--- src/rtl/display_scan_if.sv ---
`default_nettype none
// ============================================================================
// display_scan_if : control/status bundle between user-project top and scanner
// Rev 1.0
// ============================================================================
interface display_scan_if #(
  parameter int DWELL_W = 16
);
  logic               enable;
  logic               mode_manual;
  logic [2:0]         manual_sel;
  logic [4:0]         chan_mask;
  logic [DWELL_W-1:0] dwell;
  logic [4:0]         select;
  logic [2:0]         chan_id;
  logic               sample_valid;
  logic               frame_done;
  logic               busy;

  modport master (
    output enable, mode_manual, manual_sel, chan_mask, dwell,
    input  select, chan_id, sample_valid, frame_done, busy
  );

  modport slave (
    input  enable, mode_manual, manual_sel, chan_mask, dwell,
    output select, chan_id, sample_valid, frame_done, busy
  );
endinterface
`default_nettype wire

--- src/rtl/display_scan_controller.sv ---
`default_nettype none
// ============================================================================
// display_scan_controller : one-hot select sequencer for the 5:1 display mux
// Rev 1.0
// ============================================================================
module display_scan_controller #(
  parameter int DWELL_W = 16
) (
  input  wire logic     clk,
  input  wire logic     rst,
  display_scan_if.slave bus
);

  localparam logic [1:0] S_IDLE   = 2'd0;
  localparam logic [1:0] S_SETTLE = 2'd1;
  localparam logic [1:0] S_HOLD   = 2'd2;

  logic [1:0]         r_state;
  logic [DWELL_W-1:0] r_cnt;
  logic [DWELL_W-1:0] r_last;
  logic [4:0]         r_select;
  logic [2:0]         r_chan_id;
  logic               r_sv;
  logic               r_fd;
  logic               r_busy;
  logic               r_pinned;

  logic [2:0]         w_manual_idx;
  logic [DWELL_W-1:0] w_dwell_last;
  logic [2:0]         w_lowest;
  logic [2:0]         w_above;
  logic               w_found_above;
  logic [2:0]         w_next_idx;
  logic               w_boundary;
  logic               w_override;
  logic [1:0]         w_state_nxt;
  logic               w_load;
  logic [2:0]         w_load_idx;
  logic               w_load_pin;
  logic               w_frame;

  assign w_manual_idx = (bus.manual_sel > 3'd4) ? 3'd0 : bus.manual_sel;
  assign w_dwell_last = (bus.dwell == '0) ? '0 : bus.dwell - DWELL_W'(1);

  // Descending scan: the last hit is the lowest set bit; 'above' keeps the
  // smallest set bit strictly greater than the current channel.
  always_comb begin
    w_lowest      = 3'd0;
    w_above       = 3'd0;
    w_found_above = 1'b0;
    for (int i = 4; i >= 0; i--) begin
      if (bus.chan_mask[i]) begin
        w_lowest = 3'(i);
        if (3'(i) > r_chan_id) begin
          w_above       = 3'(i);
          w_found_above = 1'b1;
        end
      end
    end
    w_next_idx = w_found_above ? w_above : w_lowest;
  end

  assign w_boundary = (r_state == S_HOLD) && (r_cnt == r_last);
  // A pinned channel that no longer matches manual_sel, or manual mode
  // arriving while auto-scanning, aborts the dwell immediately.
  assign w_override = (r_state == S_HOLD) && bus.mode_manual &&
                      (!r_pinned || (w_manual_idx != r_chan_id));

  always_comb begin
    w_state_nxt = r_state;
    w_load      = 1'b0;
    w_load_idx  = r_chan_id;
    w_load_pin  = r_pinned;
    w_frame     = 1'b0;
    case (r_state)
      S_IDLE: begin
        if (bus.enable) begin
          if (bus.mode_manual) begin
            w_load      = 1'b1;
            w_load_idx  = w_manual_idx;
            w_load_pin  = 1'b1;
            w_state_nxt = S_SETTLE;
          end else if (bus.chan_mask != 5'd0) begin
            w_load      = 1'b1;
            w_load_idx  = w_lowest;
            w_load_pin  = 1'b0;
            w_state_nxt = S_SETTLE;
          end
        end
      end
      S_SETTLE: w_state_nxt = S_HOLD;
      S_HOLD: begin
        if (w_boundary && !bus.enable) begin
          w_state_nxt = S_IDLE;
        end else if (w_override || (w_boundary && bus.mode_manual)) begin
          w_load      = 1'b1;
          w_load_idx  = w_manual_idx;
          w_load_pin  = 1'b1;
          w_state_nxt = S_SETTLE;
        end else if (w_boundary) begin
          if (bus.chan_mask != 5'd0) begin
            w_load      = 1'b1;
            w_load_idx  = w_next_idx;
            w_load_pin  = 1'b0;
            w_frame     = (w_next_idx <= r_chan_id);
            w_state_nxt = S_SETTLE;
          end else begin
            w_state_nxt = S_IDLE;
          end
        end
      end
      default: w_state_nxt = S_IDLE;
    endcase
  end

  always_ff @(posedge clk or posedge rst) begin
    if (rst) begin
      r_state   <= S_IDLE;
      r_cnt     <= '0;
      r_last    <= '0;
      r_select  <= 5'b00001;
      r_chan_id <= 3'd0;
      r_sv      <= 1'b0;
      r_fd      <= 1'b0;
      r_busy    <= 1'b0;
      r_pinned  <= 1'b0;
    end else begin
      r_state <= w_state_nxt;
      r_busy  <= (w_state_nxt != S_IDLE);
      // SETTLE always hands over to HOLD, so this marks the first HOLD cycle,
      // which is when the mux register has captured the new select.
      r_sv    <= (r_state == S_SETTLE);
      r_fd    <= w_frame;
      r_cnt   <= ((r_state == S_HOLD) && (w_state_nxt == S_HOLD)) ?
                 r_cnt + DWELL_W'(1) : '0;
      if (w_load) begin
        r_select  <= 5'b00001 << w_load_idx;
        r_chan_id <= w_load_idx;
        r_pinned  <= w_load_pin;
        r_last    <= w_dwell_last;
      end
    end
  end

  assign bus.select       = r_select;
  assign bus.chan_id      = r_chan_id;
  assign bus.sample_valid = r_sv;
  assign bus.frame_done   = r_fd;
  assign bus.busy         = r_busy;

endmodule
`default_nettype wire

--- src/flat_wrapper.sv ---
// flat-port wrapper written by rule: the top's interface ports become plain ports
module display_scan_controller_flat 
#(
  parameter int DWELL_W = 16
)
  (clk, rst, bus_enable, bus_mode_manual, bus_manual_sel, bus_chan_mask, bus_dwell, bus_select, bus_chan_id, bus_sample_valid, bus_frame_done, bus_busy);
  display_scan_if #(.DWELL_W(DWELL_W)) bus_i ();
  input  wire logic clk;
  input  wire logic rst;
  input wire logic [$bits(bus_i.enable)-1:0] bus_enable;
  input wire logic [$bits(bus_i.mode_manual)-1:0] bus_mode_manual;
  input wire logic [$bits(bus_i.manual_sel)-1:0] bus_manual_sel;
  input wire logic [$bits(bus_i.chan_mask)-1:0] bus_chan_mask;
  input wire logic [$bits(bus_i.dwell)-1:0] bus_dwell;
  output wire logic [$bits(bus_i.select)-1:0] bus_select;
  output wire logic [$bits(bus_i.chan_id)-1:0] bus_chan_id;
  output wire logic [$bits(bus_i.sample_valid)-1:0] bus_sample_valid;
  output wire logic [$bits(bus_i.frame_done)-1:0] bus_frame_done;
  output wire logic [$bits(bus_i.busy)-1:0] bus_busy;
  assign bus_i.enable = bus_enable;
  assign bus_i.mode_manual = bus_mode_manual;
  assign bus_i.manual_sel = bus_manual_sel;
  assign bus_i.chan_mask = bus_chan_mask;
  assign bus_i.dwell = bus_dwell;
  assign bus_select = bus_i.select;
  assign bus_chan_id = bus_i.chan_id;
  assign bus_sample_valid = bus_i.sample_valid;
  assign bus_frame_done = bus_i.frame_done;
  assign bus_busy = bus_i.busy;
  display_scan_controller #(.DWELL_W(DWELL_W)) u_core (.clk(clk), .rst(rst), .bus(bus_i));
endmodule
--- config.mk ---
export PLATFORM = sky130hd
export DESIGN_NAME = display_scan_controller_flat
export DESIGN_NICKNAME = d
export VERILOG_FILES = /design/src/rtl/display_scan_if.sv /design/src/rtl/display_scan_controller.sv /design/src/flat_wrapper.sv
export SDC_FILE = /design/constraint.sdc
export NUM_CORES = 1
export LEC_CHECK = 0
export CAP_MARGIN = 20
export CORE_ASPECT_RATIO = 0.8
export CORE_UTILIZATION = 25
export CTS_CLUSTER_DIAMETER = 60
export DETAILED_ROUTE_END_ITERATION = 6
export HOLD_SLACK_MARGIN = 0.05
export PLACE_DENSITY = 0.53
export SKIP_LAST_GASP = 1
export SYNTH_ARGS = -nofsm -noshare
export SYNTH_HDL_FRONTEND = slang
export SYNTH_SLANG_ARGS = --single-unit
--- constraint.sdc ---
create_clock -name clk -period 4.7 [get_ports clk]
set_input_delay 1.41 -clock clk [delete_from_list [all_inputs] [get_ports clk]]
set_output_delay 1.41 -clock clk [all_outputs]
set_load 0.1 [all_outputs]
Yosys cells after proc, flatten, opt, wreduce, memory -nomap -nowiden
Cells that the tools add are included.
W data, S select, Z words.
- register bits after elaboration: 46
- bits of input ports: 28
- add/subtract/negate cells: 2
- order comparisons: 7
- eq/ne operators: 8
- shift-type cells: 1
- multiplexer cells: 64
- reduce and logical (&&, ||, !) cells: 16
- operators with widths (cell ; count):
    $mux W3 ; 24
    $mux W16 ; 2
    $mux W1 ; 28
    $add A16 B1 Y16 const B ; 1
    $eq A16 B16 Y1 ; 1
    $logic_not A16 Y1 ; 1
    $sub A16 B1 Y16 const B ; 1
    $mux W2 ; 6
    $gt A1 B3 Y1 const A ; 2
    $gt A2 B3 Y1 const A ; 2
    $logic_and A1 B1 Y1 ; 6
    $pmux W2 S3 ; 1
    $pmux W3 S2 ; 1
    $reduce_and A5 Y1 ; 1
    $reduce_bool A5 Y1 ; 1
    $shl A1 B3 Y5 const A ; 1
    $eq A2 B2 Y1 const B ; 2
    $ne A2 B2 Y1 const B ; 2
    $pmux W1 S2 ; 2
    $reduce_bool A2 Y1 ; 2
    $gt A3 B3 Y1 const A ; 1
    $gt A3 B3 Y1 const B ; 1
    $le A3 B3 Y1 ; 1
    $ne A3 B2 Y1 const B ; 1
    5 further kinds ; 7

Logic depth before layout (Yosys ltp)
- depth in word-level cells: 18
- depth in mapped cells: 10
- gate-level depth less buffers: 10

Least setup slack after synthesis
OpenSTA, ideal clock, no wires.
- kind: in2reg
- start point: input bus_manual_sel[2]
- end point: register u_core.r_select[3], in the netlist u_core.bus.select[3]
- setup time: 0.122 ns
- data arrival time: 3.060 ns
- data required time: 4.578 ns
- setup slack: 1.518 ns
- stages: 8
- buffers on the path: 0
- cells stage by stage: nor3b_1 or2_2 o21ai_0 a41o_1 mux2_4 a22oi_4 inv_1 a22o_1
- longest elaborated chain between the ends: 10
- elaborated cells on any way between the ends: 15
- those cells by class: order compare: 1; eq/ne: 1; shift: 1; mux: 9; reduce/logical: 3
- RTL lines (what ; RTL line ; source):
    from (decl) ; flat_wrapper.sv:12 ; input wire logic [$bits(bus_i.manual_sel)-1:0] bus_manual_sel;
    $gt A3 B3 Y1 ; display_scan_controller.sv:42 ; assign w_manual_idx = (bus.manual_sel > 3'd4) ? 3'd0 : bus.manual_sel;
    $mux W3 (*) ; display_scan_controller.sv:42 ;
    $ne A3 B3 Y1 ; display_scan_controller.sv:67 ; (!r_pinned || (w_manual_idx != r_chan_id));
    $logic_or A1 B1 Y1 ; display_scan_controller.sv:67 ;
    $logic_and A1 B1 Y1 ; display_scan_controller.sv:66 ; assign w_override = (r_state == S_HOLD) && bus.mode_manual &&
    $logic_or A1 B1 Y1 ; display_scan_controller.sv:95 ; end else if (w_override || (w_boundary && bus.mode_manual)) begin
    $mux W3 ; display_scan_controller.sv:95 ;
    $mux W3 ; display_scan_controller.sv:93 ; if (w_boundary && !bus.enable) begin
    $pmux W3 S2 ; display_scan_controller.sv:75 ; case (r_state)
    $shl A1 B3 Y5 ; display_scan_controller.sv:137 ; r_select <= 5'b00001 << w_load_idx;
    to (signal assigned) ; display_scan_controller.sv:137 ;
    to (decl) ; display_scan_controller.sv:21 ; logic [4:0] r_select;
Every way passes the cells marked *; elsewhere a longest branch is shown, timed or not.
A chain may end at the register's enable or synchronous reset.

Worst setup path in the final report
- start point: input bus_dwell[4]
- end point: register u_core.r_last[7]
- longest elaborated chain between the ends: 2
- elaborated cells on any way between the ends: 3
- those cells by class: add/sub: 1; mux: 1; reduce/logical: 1
- RTL lines (what ; RTL line ; source):
    from (decl) ; flat_wrapper.sv:14 ; input wire logic [$bits(bus_i.dwell)-1:0] bus_dwell;
    $sub A16 B1 Y16 or $logic_not A16 Y1 (tied branches) ; display_scan_controller.sv:43 ; assign w_dwell_last = (bus.dwell == '0) ? '0 : bus.dwell - DWELL_W'(1);
    $mux W16 (*) ; display_scan_controller.sv:43 ;
    to (signal assigned) ; display_scan_controller.sv:140 ; r_last <= w_dwell_last;
    to (decl) ; display_scan_controller.sv:20 ; logic [DWELL_W-1:0] r_last;
Marked as above.

==> metrics.log <==
INFO  metric final.period_utilization = 0.789
INFO  metric die_area = between 10,000 and 15,000 um2
INFO  metric rsz_0062_raised_after_global_routing = false
INFO  metric synth.net_count = 340
INFO  metric layout-drive-gt1-share = 0.0749
INFO  metric p_comb_frac = 0.467
INFO  metric endpoint_with_the_worst_hold_slack = u_core.bus.select[0]$_DFFE_PP1P_
INFO  metric yosys_most_used_dff = dfrtp_1
INFO  metric vias = 2,267
INFO  metric detailedRoute.firstPassIterationCount = 6
INFO  metric cp_cell_sequence = clkdlybuf4s50_1 > nor4_1 > nand2b_1 > nor3b_1 > and3_1 > a21oi_1 > mux2_2
INFO  metric n_antenna_cell = 0
INFO  metric grt_pass1_wl = 10,600 um
INFO  metric synth-edff-count = 0
INFO  metric synthArstFlopShare = 1.00
INFO  metric nets = ~380
INFO  metric final_period_demand_of_the_worst_path = 3.71 ns
INFO  metric cts.repair.resized = 0
INFO  metric achievable-frequency = about 270 MHz
INFO  metric p_int = between 1000 and 1500 uW
INFO  metric avgViaCountPerCell = around 4.6
INFO  metric cellLeakagePower = around 0.0015 uW
INFO  metric sw_frac_of_total = 0.439
INFO  metric cp_max_fo = 13
INFO  metric clock-skew-final = 0.00784 ns
INFO  metric path_delay_family = simple AND/OR/NAND/NOR gates
INFO  metric cts_hold_buf = 0
INFO  metric yosysUniqueCellTypes = just over 50
INFO  metric tritoncts = built
INFO  metric critical_path_buf_inv_count = 1
INFO  metric routedWlPerCell = approximately 13 um
INFO  metric arrival = 3.88 ns
INFO  metric switch_pwr = approximately 850 uW
INFO  metric launching_element_type_of_the_critical_path = input pin
INFO  metric outcome = completed
INFO  metric r2r_slack = between 2 and 2.5 ns
INFO  metric power.density = 552 nW/um2
INFO  metric maxCapViolCount = 0
INFO  metric final_antenna_net_count = 0
INFO  metric antenna_violations_before_repair = 0
INFO  metric power_frac_clock = 0.204
INFO  metric cts_sinks = 46
INFO  metric synth_warnings = 0
INFO  metric grt.total_usage = 0.117
INFO  metric hold_path_class = flip-flop to flip-flop
INFO  metric cpPeakStageDelay = 0.57 ns
INFO  metric worst_setup_hold_path_clk_slew = about 0.060 ns
INFO  metric worst-endpoint-required = 4.87 ns
INFO  metric setup_slack_placement = 0.694 ns
INFO  metric critical_path.reg2reg.startpoint = u_core.r_cnt[8]$_DFF_PP0_
INFO  metric critPathKind = input pin to flip-flop
INFO  metric critical_path.slowest_cell = and3_1
INFO  metric grt_start_max_net_pins = between 40 and 50
INFO  metric yosys_register_bits = between 40 and 50
INFO  metric cts-htree-levels = 2
INFO  metric cts_made_buffers = 5
INFO  metric die_extent_in_x = ~120 um
INFO  metric synth_area_per_cell = approximately 9.1 um2
INFO  metric place_congestion = a little over 0.8
INFO  metric synth.cell_area = ~2800 um2
INFO  metric worst_skew_pair.late_latency = between 0.2 and 0.3 ns
INFO  metric count_of_buffers_from_port_buffering = 38
INFO  metric top_ports = 39
INFO  metric grt-ovfl-total = 0
INFO  metric drc_violations = 0
INFO  metric postSynthCellCount = 307
INFO  metric totalNegativeSetupSlack = 0 ns
INFO  metric seq_power_share = 0.329
INFO  metric initial_util = 0.257
INFO  metric first_global_vias = between 2,000 and 2,500
INFO  metric report.final.setup_viol = 0
INFO  metric critical_path.endpoint_type = flip-flop
INFO  metric fp.dieH = 96.4 um
INFO  metric vdd.ir_drop.worst = approximately 0.00018 V
INFO  metric clk_root_buffer_cell = clkbuf_16
INFO  metric min_path_cells = 2
INFO  metric hold_violations = 0
INFO  metric timing.slew.headroom = 0.328
INFO  metric reg2regPathDepth = 8
INFO  metric timing.final.max_slew_violations = 0
INFO  metric std_cell_rows = 34
INFO  metric hp-start = u_core.bus.select[0]$_DFFE_PP1P_
INFO  metric critical_path.reg2reg.endpoint = u_core.bus.select[1]$_DFFE_PP0P_
INFO  metric dr.first_iter.drc_count = 98
INFO  metric cts-root-to-sink-buffers = 2
INFO  metric synth-seq-area-share = 0.414
INFO  metric drt-total-wl = between 6000 and 7000 um
INFO  metric tightestPinTransition = roughly 1.0 ns
INFO  metric cts_post_setup_buffers_inserted = 0
INFO  metric core_region_area = between 10,000 and 15,000 um2
INFO  metric syn_to_final_growth = 25.6%
INFO  metric place.detailed.hpwl = 4840 um
INFO  metric worst_slack = just under 1 ns
-- registers in the layout (all words and copies together), names as in the netlist --
| register | cells |
|---|---|
| u_core.bus.chan_id | 3 |
| u_core.r_pinned | 1 |
| u_core.r_cnt | 16 |
| u_core.bus.busy | 1 |
| u_core.bus.frame_done | 1 |
| u_core.bus.select | 5 |
| u_core.bus.sample_valid | 1 |
| u_core.r_state | 2 |
| u_core.r_last | 16 |
-- worst register-to-register path: stages, from the launching register on --
cell and delay (ns):
dfrtp_1 0.44, xor2_1 0.17, nor4_2 0.30, nand4_1 0.30, o2111ai_1 0.26, a31o_2 0.53
nand2_1 0.17, and3_1 0.19, a22o_1 0.18
-- cells by family after synthesis --
logic type | synth area share
multiplexers | 0.0283
adder cells (fa/ha/maj) | 0.0225
XOR/XNOR | 0.132
flip-flops | 0.414
buffers and inverters | 0.0314
AO/OA/AOI/OAI | 0.145
AND/OR/NAND/NOR | 0.227
-- cell usage after synthesis, types with 2 or more instances --
master,number,area [um2]
a21o_1,5,37.5
a21oi_1,8,40.0
a22o_1,3,26.3
and3_1,6,37.5
buf_2,2,10.0
clkbuf_1,4,15.0
dfrtp_1,45,1130
ha_1,5,62.6
inv_1,12,45.0
mux2_2,3,33.8
mux2i_1,3,30.0
nand2_1,37,139
nand2b_1,3,18.8
nand3_1,14,70.1
nand4_1,3,18.8
nor2_1,37,139
nor2b_1,5,31.3
nor3_1,7,35.0
nor3b_1,3,22.5
nor4_1,3,18.8
nor4_2,3,37.5
o21ai_0,15,75.1
o31ai_1,13,97.6
xnor2_1,16,140
xor2_1,26,228
-- per-layer routing --
metal  wire length [um]  GRT usage
met3                223     0.0235
met4                 26     0.0313
met1               3460      0.173
met5                  0          0
met2               2650      0.171
-- layout by cell type, fill, tap and decap left out, types with 6 or more instances in the layout --
cell	count
inv_1	11
nor3_1	7
nand3_1	14
nor2_1	37
dfrtp_1	45
nand2_1	37
xor2_1	26
o31ai_1	13
o21ai_0	15
and3_1	6
xnor2_1	16
a21oi_1	8
clkdlybuf4s50_1	38
-- power groups by stage --
| stage | Clock [uW] | Sequential (uW) | Combinational (uW) |
|---|---|---|---|
| detailed placement | 0 | 643 | 901 |
| floorplan | 0 | 871 | 447 |
| global route | 423 | 655 | 980 |
| CTS | 403 | 637 | 904 |
| global placement | 0 | 641 | 897 |
| finish | 393 | 636 | 901 |
-- layout make-up --
type                            instances  area, um2
Fill cell                            1137       7350
Multi-Input combinational cell        241       1550
Sequential cell                        46       1150
Timing Repair Buffer                   40        408
Tap cell                              144        180
Clock buffer                            6        129
Inverter                               12       45.0
Clock inverter                          2       37.5
-- worst max-delay path by stage --
stage                       from                               end  slack [ns]  depth (start not counted)
2_1_floorplan  bus_manual_sel[2]  u_core.bus.select[3]$_DFFE_PP0P_        1.52                          8
3_3_place_gp   bus_manual_sel[2]  u_core.bus.select[1]$_DFFE_PP0P_        0.78                          9
3_5_place_dp        bus_dwell[4]      u_core.r_last[7]$_DFFE_PP0P_        0.69                          7
4_1_cts             bus_dwell[4]      u_core.r_last[7]$_DFFE_PP0P_        0.97                          7
5_1_grt        bus_manual_sel[2]  u_core.bus.select[1]$_DFFE_PP0P_        0.79                          9
6_report            bus_dwell[4]      u_core.r_last[7]$_DFFE_PP0P_        0.99                          7
-- through the flow --
stage / util / std cells / total power (uW) / hold slack, ns / area [um2]
global placement: 0.305 / 482 / 1540 / 0.454 / 3310
global route: 0.322 / 491 / 2060 / 0.519 / 3500
floorplan: - / 307 / 1320 / 0.468 / 2790
finish: 0.322 / 491 / 1930 / 0.465 / 3500
CTS: 0.321 / 490 / 1940 / 0.474 / 3480
detailed placement: 0.305 / 482 / 1540 / 0.464 / 3310
Note: power is estimated with default switching activity, not from simulation.
